## src/rtl/reg_wb_pkg.sv

```systemverilog
// Shared types and widths for the register-bank writeback path.
package reg_wb_pkg;

  localparam int unsigned ADDR_W = 6;
  localparam int unsigned DATA_W = 32;

  typedef struct packed {
    logic [ADDR_W-1:0] addr;
    logic [DATA_W-1:0] data;
  } wb_entry_t;

  localparam logic [ADDR_W-1:0] REG_ZERO = '0;

  // Round-robin priority between the two result sources
  typedef enum logic {
    RR_ALU = 1'b0,
    RR_LD  = 1'b1
  } rr_sel_t;

endpackage

```

## src/rtl/reg_wb_fifo.sv

```systemverilog
// DEPTH-entry writeback FIFO; entry contents and validity are exported
// for the forwarding lookup only when REG_WB_FORWARD_EN is defined.
module reg_wb_fifo
  import reg_wb_pkg::*;
#(
  parameter int unsigned DEPTH = 4
) (
  input  logic                   clk,
  input  logic                   reset,
  input  logic                   push,
  input  wb_entry_t              push_entry,
  input  logic                   pop,
  output wb_entry_t              head,
  output logic [$clog2(DEPTH):0] count
`ifdef REG_WB_FORWARD_EN
  ,
  output wb_entry_t [DEPTH-1:0]    entries,
  output logic [DEPTH-1:0]         entry_valid,
  output logic [$clog2(DEPTH)-1:0] rd_ptr_q
`endif
);

  localparam int unsigned PTR_W = $clog2(DEPTH);
  localparam int unsigned CNT_W = PTR_W + 1;

  wb_entry_t [DEPTH-1:0] mem;
  logic [PTR_W-1:0]      wr_ptr;
  logic [PTR_W-1:0]      rd_ptr;

  // Storage carries no reset; occupancy is defined solely by the pointers
  always_ff @(posedge clk) begin
    if (push) begin
      mem[wr_ptr] <= push_entry;
    end
  end

  always_ff @(posedge clk) begin
    if (reset) begin
      wr_ptr <= '0;
      rd_ptr <= '0;
      count  <= '0;
    end else begin
      if (push) begin
        wr_ptr <= wr_ptr + PTR_W'(1);
      end
      if (pop) begin
        rd_ptr <= rd_ptr + PTR_W'(1);
      end
      case ({push, pop})
        2'b10:   count <= count + CNT_W'(1);
        2'b01:   count <= count - CNT_W'(1);
        default: count <= count;
      endcase
    end
  end

  assign head = mem[rd_ptr];

`ifdef REG_WB_FORWARD_EN
  always_comb begin
    entry_valid = '0;
    for (int unsigned k = 0; k < DEPTH; k++) begin
      // Slot age relative to the head, wrapping modulo DEPTH
      entry_valid[k] = ({1'b0, PTR_W'(k) - rd_ptr} < count);
    end
  end

  assign entries  = mem;
  assign rd_ptr_q = rd_ptr;
`endif

endmodule

```

## src/rtl/reg_writeback_unit.sv

```systemverilog
// Writeback master for the 64x32 register bank: arbitrates ALU/load results into a FIFO
// and issues one write per cycle. Forwarding lookup is built only with REG_WB_FORWARD_EN.
module reg_writeback_unit
  import reg_wb_pkg::*;
#(
  parameter int unsigned DEPTH = 4
) (
  input  logic              Slow_Clock,
  input  logic              Reset,
  input  logic              Alu_Valid,
  output logic              Alu_Ready,
  input  logic [ADDR_W-1:0] Alu_Reg,
  input  logic [DATA_W-1:0] Alu_Data,
  input  logic              Ld_Valid,
  output logic              Ld_Ready,
  input  logic [ADDR_W-1:0] Ld_Reg,
  input  logic [DATA_W-1:0] Ld_Data,
  input  logic              Stall,
  output logic              Reg_Write,
  output logic [ADDR_W-1:0] Reg_WR,
  output logic [DATA_W-1:0] Write_Data,
  input  logic [ADDR_W-1:0] Query_Reg,
  output logic              Query_Hit,
  output logic [DATA_W-1:0] Query_Data
);

  localparam int unsigned PTR_W = $clog2(DEPTH);
  localparam int unsigned CNT_W = PTR_W + 1;

  rr_sel_t          rr_sel;
  logic [CNT_W-1:0] fifo_count;
  logic             fifo_full;
  logic             alu_acc;
  logic             ld_acc;
  logic             contended;
  logic             push;
  logic             pop;
  wb_entry_t        push_entry;
  wb_entry_t        head;

`ifdef REG_WB_FORWARD_EN
  wb_entry_t [DEPTH-1:0] fifo_entries;
  logic [DEPTH-1:0]      fifo_valid;
  logic [PTR_W-1:0]      fifo_rd_ptr;
`endif

  assign fifo_full = (fifo_count == CNT_W'(DEPTH));

  // A source is refused only when the FIFO is full or it loses a contended cycle
  assign Alu_Ready = !Reset && !fifo_full && (!Ld_Valid || (rr_sel == RR_ALU));
  assign Ld_Ready  = !Reset && !fifo_full && (!Alu_Valid || (rr_sel == RR_LD));

  assign alu_acc   = Alu_Valid && Alu_Ready;
  assign ld_acc    = Ld_Valid && Ld_Ready;
  assign contended = Alu_Valid && Ld_Valid;

  always_comb begin
    push_entry = '0;
    if (alu_acc) begin
      push_entry.addr = Alu_Reg;
      push_entry.data = Alu_Data;
    end else begin
      push_entry.addr = Ld_Reg;
      push_entry.data = Ld_Data;
    end
  end

  // Writes to register 0 complete the handshake but never reach the bank
  assign push = (alu_acc || ld_acc) && (push_entry.addr != REG_ZERO);
  assign pop  = (fifo_count != '0) && !Stall;

  reg_wb_fifo #(
    .DEPTH(DEPTH)
  ) u_fifo (
    .clk        (Slow_Clock),
    .reset      (Reset),
    .push       (push),
    .push_entry (push_entry),
    .pop        (pop),
    .head       (head),
    .count      (fifo_count)
`ifdef REG_WB_FORWARD_EN
    ,
    .entries    (fifo_entries),
    .entry_valid(fifo_valid),
    .rd_ptr_q   (fifo_rd_ptr)
`endif
  );

  always_ff @(posedge Slow_Clock) begin
    if (Reset) begin
      Reg_Write  <= 1'b0;
      Reg_WR     <= '0;
      Write_Data <= '0;
      rr_sel     <= RR_ALU;
    end else begin
      Reg_Write <= pop;
      if (pop) begin
        Reg_WR     <= head.addr;
        Write_Data <= head.data;
      end
      if (contended && (alu_acc || ld_acc)) begin
        rr_sel <= (rr_sel == RR_ALU) ? RR_LD : RR_ALU;
      end
    end
  end

`ifdef REG_WB_FORWARD_EN
  logic [PTR_W-1:0] q_idx;

  // Scan oldest to youngest so the last match (tail side) wins over older data
  always_comb begin
    Query_Hit  = 1'b0;
    Query_Data = '0;
    q_idx      = '0;
    if (Query_Reg != REG_ZERO) begin
      if (Reg_Write && (Reg_WR == Query_Reg)) begin
        Query_Hit  = 1'b1;
        Query_Data = Write_Data;
      end
      for (int unsigned i = 0; i < DEPTH; i++) begin
        q_idx = fifo_rd_ptr + PTR_W'(i);
        if (fifo_valid[q_idx] && (fifo_entries[q_idx].addr == Query_Reg)) begin
          Query_Hit  = 1'b1;
          Query_Data = fifo_entries[q_idx].data;
        end
      end
    end
  end
`else
  logic unused_query_reg;

  assign unused_query_reg = ^Query_Reg;
  assign Query_Hit        = 1'b0;
  assign Query_Data       = '0;
`endif

endmodule
```

## config.mk

```make
export PLATFORM = sky130hd
export DESIGN_NAME = reg_writeback_unit
export DESIGN_NICKNAME = d
export VERILOG_FILES = /design/src/rtl/reg_wb_pkg.sv /design/src/rtl/reg_wb_fifo.sv /design/src/rtl/reg_writeback_unit.sv
export SDC_FILE = /design/constraint.sdc
export NUM_CORES = 1
export LEC_CHECK = 0
export CORE_MARGIN = 2
export CORE_UTILIZATION = 50
export DETAILED_ROUTE_END_ITERATION = 10
export GPL_TIMING_DRIVEN = 0
export HOLD_SLACK_MARGIN = 0.03
export PLACE_DENSITY = 0.85
export SLEW_MARGIN = 20
export SYNTH_ARGS = -nofsm -noshare
export SYNTH_HDL_FRONTEND = slang
export SYNTH_SLANG_ARGS = --single-unit
```

## constraint.sdc

```tcl
create_clock -name Slow_Clock -period 3.6 [get_ports Slow_Clock]
set_input_delay 0.72 -clock Slow_Clock [delete_from_list [all_inputs] [get_ports Slow_Clock]]
set_output_delay 0.72 -clock Slow_Clock [all_outputs]
set_load 0.02 [all_outputs]
```

======== After elaboration in Yosys (flattened, before gate mapping) ========
Index checks and enable logic that the tools add are counted.
storage, ports and cells
  flip-flop bits (word level) ............. 199
  bits in latches ......................... 0
  RAM bits ................................ 0
  ROM bits ................................ 0
  input bits .............................. 87
  word-level logic and storage cells ...... 55
  memories kept ........................... 0
cells by class
  add/sub/neg operators ................... 4
  multipliers ............................. 0
  divide/modulo/power cells ............... 0
  $lt $le $gt $ge ......................... 3
  eq/ne operators ......................... 3
  shift operators ......................... 0
  muxes and demuxes ....................... 8
  bitwise operators ....................... 1
  reduce and logical (&&, ||, !) cells .... 21
operators by type and width
  kind                                                                    count
  152-bit bitwise mux                                                     1
  38-bit two-way mux                                                      3
  38-bit binary-select mux with 2-bit select                              1
  38-bit demux with 2-bit select                                          1
  1-bit logical AND                                                       10
  2-bit by 3-bit < comparator with 1-bit output (second input constant)   2
  3-bit one-hot mux with 2 select lines                                   1
  6-bit nonzero test                                                      1
  1-bit zero test                                                         5
  2-bit by 1-bit adder with 2-bit output (second input constant)          2
  3-bit by 1-bit adder with 3-bit output (second input constant)          1
  3-bit == test (second input constant)                                   1
  1-bit logical OR                                                        3
  3-bit nonzero test                                                      1
  3-bit by 1-bit subtractor with 3-bit output (second input constant)     1
  2-bit by 1-bit == test with 1-bit output (second input constant)        1
  2-bit == test (second input constant)                                   1
  2-bit by 1-bit >= comparator with 1-bit output (second input constant)  1
  2-bit nonzero test                                                      1
  1-bit two-way mux                                                       1
  1-bit inverter                                                          1

======== Logic depth before layout (Yosys ltp) ========
  depth after elaboration ................. 10
  depth in mapped cells ................... 11

======== Cells and area by module ========
Synthesis repeated with hierarchy kept, for this count alone.
unflattened totals
  cells, all modules ...................... 509
  area, all modules ....................... 8316.7 um^2
modules (own cells, without submodules)
  module              times used  cells each  area an instance (um^2)  seq. area each (um^2)
  reg_wb_fifo         1           236         5899.4                   4704.5
  reg_writeback_unit  1           273         2417.3                   800.8

======== Worst setup path before layout ========
Ideal clock, no wire load.
  kind .................................... input -> register
  start point ............................. input port Ld_Valid
  end point ............................... register u_fifo.mem[0] in the netlist's numbering, enable pin
  library setup time ...................... 0.433 ns
  arrival ................................. 2.783 ns
  data required time ...................... 3.167 ns
  slack ................................... 0.384 ns
  stages on the path ...................... 4
  buffers on the path ..................... 0
  cells stage by stage .................... nand2_1 -> a2111o_1 -> o2111ai_4 -> nor2_1
on the way
  longest elaborated chain between the ends .. 7
  elaborated cells between the ends (all ways) .. 9
  those cells by class .................... 1 x mux; 8 x reduce/logical
RTL lines
  item                            RTL line                  RTL
  start: declaration              reg_writeback_unit.sv:14  input logic Ld_Valid,
  1-bit zero test                 reg_writeback_unit.sv:50  assign Alu_Ready = !Reset && !fifo_full && (!Ld_Valid || (rr_sel == RR_ALU));
  1-bit logical OR                reg_writeback_unit.sv:50
  1-bit logical AND               reg_writeback_unit.sv:50
  1-bit logical AND               reg_writeback_unit.sv:53  assign alu_acc = Alu_Valid && Alu_Ready;
  38-bit two-way mux              reg_writeback_unit.sv:59  if (alu_acc) begin
  6-bit nonzero test              reg_writeback_unit.sv:69  assign push = (alu_acc || ld_acc) && (push_entry.addr != REG_ZERO);
  1-bit logical AND *             reg_writeback_unit.sv:69
  end signal: indexed assignment  reg_wb_fifo.sv:33         mem[wr_ptr] <= push_entry;
  end: declaration                reg_wb_fifo.sv:26         wb_entry_t [DEPTH-1:0] mem;
Mark *: on every way between the ends. The rest lies on a longest branch, timed or not.
A chain may end at the register's enable or synchronous reset.

======== Worst setup path after layout ========
  start point ............................. input port Ld_Reg[1]
  end point ............................... register u_fifo.count[2]
on the way
  longest elaborated chain between the ends .. 5
  elaborated cells between the ends (all ways) .. 7
  those cells by class .................... 2 x eq/ne; 2 x mux; 3 x reduce/logical
RTL lines
  item                                                                         RTL line                  RTL
  start: declaration                                                           reg_writeback_unit.sv:16  input logic [ADDR_W-1:0] Ld_Reg,
  38-bit two-way mux *                                                         reg_writeback_unit.sv:59
  6-bit nonzero test *                                                         reg_writeback_unit.sv:69
  1-bit logical AND *                                                          reg_writeback_unit.sv:69
  2-bit by 1-bit == test with 1-bit output or 2-bit == test (tied branches)    reg_wb_fifo.sv:49         case ({push, pop})
  3-bit one-hot mux with 2 select lines or 2-bit nonzero test (tied branches)  n/a
  end signal: assignment                                                       reg_wb_fifo.sv:50         2'b10: count <= count + CNT_W'(1);
  end signal: assignment                                                       reg_wb_fifo.sv:51         2'b01: count <= count - CNT_W'(1);
  end signal: assignment                                                       reg_wb_fifo.sv:52         default: count <= count;
  end: declaration                                                             reg_wb_fifo.sv:14         output logic [$clog2(DEPTH):0] count
Marked as above.

==> flow_summary.yaml <==
timing:
  fin_crit_sh: 0.949
  hold_viol: 0
  relSlewSlack: 0.543
  worstMarginPinSlew_ns: 0.686
  fin_crit_ns: 3.42
  rsz0062_at_grt: "false"
  hold-worst-slack_ns: 0.454
  skew_ns: 0.00681
  slew_violations: 0
  fmax_mhz: 293
  finalSetupViolations: 0
cts:
  cts_buffers: 17
  cts.clk_slew.worst_paths_ns: 0.06
  cts-htree-levels: 4
  ctsLongestPathBuffers: 2
  numClockSinks: 199
  ctsResizeCount: 0
  cts_root_buf: "clkbuf_16"
  ctsHoldBuffers: 0
  cts_tree: "built"
  post-cts-setup-buffers: 0
  clk_latency_ns: 0.43
drt:
  dr.pass1.iters: 4
  drt_iter0_drc: 361
  drc: 0
  via_count: 4696
  wl_per_cell_um: 18.2
  route.antenna.remaining_nets: 0
  routed_wl_um: 16700
  routed_via_density: 5.13
pwr:
  finalPower_w: 0.00671
  p_leak_nw: 3.54
  peakVddDrop_mv: 0.422
  power.density_nw_per_um2: 648
outcome:
  status: "completed"
grt:
  grt_remaining_overflow: 0
  grt_pass1_wl_um: 25200
  use_met3: 0.0476
  grt_max_degree: 23
  use_met2: 0.374
  antenna_found_initial: 0
  track_usage: 0.204
  grt_pass1_vias: 4882
  busiest_layer: "met2"
  use_met1: 0.226
floorplanning:
  core_area_um2: 15800
  row_count: 46
  die_w_um: 131
  die_h_um: 131
  ios: 161
  dieArea_um2: 17100
  initial_core_util: 0.508
final_layout:
  diodes: 0
  nets: 780
  syn_to_final_growth_pct: 28.8
  drive_gt1_frac: 0.233
  fillCellCount: 1118
  fin_util: 0.654
  fin_cells: 916
placed_design:
  dp.cells: 884
  gp_congestion: 0.731
  dp_hpwl_um: 11700
  port_buffers: 121
logic_synthesis:
  yosysWarnings: 0
  syn_area_per_cell_um2: 15.8
  synthesis.area_um2: 8040
  yosysSeqAreaShare: 0.685
  ys_ff_latch: 199
  syn_inst: 509
  ys_types: 33
setup_path:
  critical_path.startpoint: "Ld_Reg[1]"
  critPathRequiredTime_ns: 3.95
  cp-start-kind: "input port"
  critPathMaxFanout: 7
  reg2reg_from: "u_fifo.count[0]"
  cp_data_arrival_time_ns: 3.76
  worstSetupEndpointType: "flop"
  worstSetupPathType: "in -> reg"
min_path:
  worstHoldStart: "Write_Data[22]"
  hp-class: "reg -> reg"
run:
  drv_cap: 0
layout make-up:
| type | instances | area (um^2) | share of cell area |
|---|---|---|---|
| Timing Repair Buffer | 127 | 1350 | 0.130 |
| Sequential cell | 199 | 5510 | 0.532 |
| Tap cell | 216 | 270 | 0.0261 |
| Clock buffer | 23 | 468 | 0.0452 |
| Buffer | 60 | 370 | 0.0358 |
| Clock inverter | 9 | 77.6 | 0.00749 |
| Inverter | 10 | 37.5 | 0.00362 |
| Multi-Input combinational cell | 272 | 2280 | 0.220 |
worst max-delay path, cell delays in order:
cell             delay, ns
clkdlybuf4s50_1       0.44
or4_1                 0.53
a2111o_1              0.44
o2111ai_4             0.24
ha_1                  0.28
inv_1                 0.07
fa_1                  0.38
xor2_1                0.16
or3_1                 0.32
a21oi_1               0.17
logic make-up (layout without fill, tap and decap cells):
family | Yosys count | in the layout | synth area share
XOR/XNOR | 4 | 4 | 0.00436
adder cells (fa/ha/maj) | 6 | 6 | 0.0103
AO/OA/AOI/OAI | 45 | 45 | 0.0314
flip-flops | 199 | 199 | 0.685
other | 1 | 33 | 0.000466
multiplexers | 78 | 78 | 0.162
buffers and inverters | 70 | 229 | 0.0507
AND/OR/NAND/NOR | 106 | 106 | 0.0559
layout by cell type, fill, tap and decap left out, types with 3 or more instances in the layout:
cell type and count:
edfxtp_1 152, clkdlybuf4s50_1 121, nand2_1 79, dfxtp_1 47, a21oi_1 41, mux4_2 38
mux2_2 37, buf_4 35, conb_1 33, clkbuf_16 17, clkbuf_1 14, buf_2 11
inv_1 10, nor2_1 8, ha_1 5, clkinv_2 5, nor2_4 4, buf_1 4
clkinvlp_4 3, buf_16 3
layer usage:
metal	share of wire	routed length (um)	up-vias
met5	0	0	-
met4	0.030	504	0
met3	0.062	1030	34
met2	0.53	8810	180
met1	0.38	6310	2310
li1	-	-	2172
per-stage QoR:
| step | setup slack, ns | setup TNS (ns) | cell area (um^2) |
|---|---|---|---|
| final | 0.184 | 0 | 10400 |
| after floorplan | 0.384 | 0 | 8160 |
| after CTS | 0.229 | 0 | 10400 |
| after detailed placement | -0.219 | -0.219 | 9810 |
| after global routing | 0.107 | 0 | 10400 |
| after global placement | -1.40 | -210.98 | 9640 |
cell usage after synthesis:
cell,instances,area share
or2b_1,1,0.00093
nor3_1,2,0.0012
buf_1,4,0.0019
nand2_1,79,0.037
xnor2_1,2,0.0022
nor2b_1,1,0.00078
mux2i_1,2,0.0025
nand2b_1,2,0.0016
a21oi_1,41,0.026
or4_1,1,0.00093
or3_1,2,0.0016
inv_1,10,0.0047
or2_2,1,0.00078
mux4_2,38,0.11
xor2_1,2,0.0022
o21ai_0,2,0.0012
nor3b_1,1,0.00093
conb_1,1,0.00047
ha_1,5,0.0078
mux2_1,1,0.0014
fa_1,1,0.0025
a2111o_1,1,0.0014
nor4_1,1,0.00078
buf_4,35,0.033
o2111ai_4,1,0.0033
mux2_2,37,0.052
nor3b_2,2,0.0031
clkbuf_1,10,0.0047
edfxtp_1,152,0.57
nor2_1,12,0.0056
buf_2,11,0.0068
nand4_1,1,0.00078
dfxtp_1,47,0.12
sequential cells by signal, summed over array words and instances, names as in the netlist:
name           flops
Reg_Write          1
u_fifo.count       3
u_fifo.rd_ptr      2
u_fifo.wr_ptr      2
Reg_WR             6
rr_sel             1
Write_Data        32
u_fifo.mem       152
final timing paths:
path / endpoint / slack, ns / cells after the start
worst min-delay path: Write_Data[22] / 0.45 / 2
worst max register to register: u_fifo.count[2] / 0.88 / 11
worst min register to register: Write_Data[22] / 0.45 / 2
worst max-delay path: u_fifo.count[2] / 0.18 / 10
power breakdown:
group          switching (W)  internal (W)  leakage (nW)
clock               0.000772      0.000983         0.263
sequential          0.000131       0.00284          1.77
combinational        0.00104      0.000936          1.51
(Power assumes the default switching activity.)
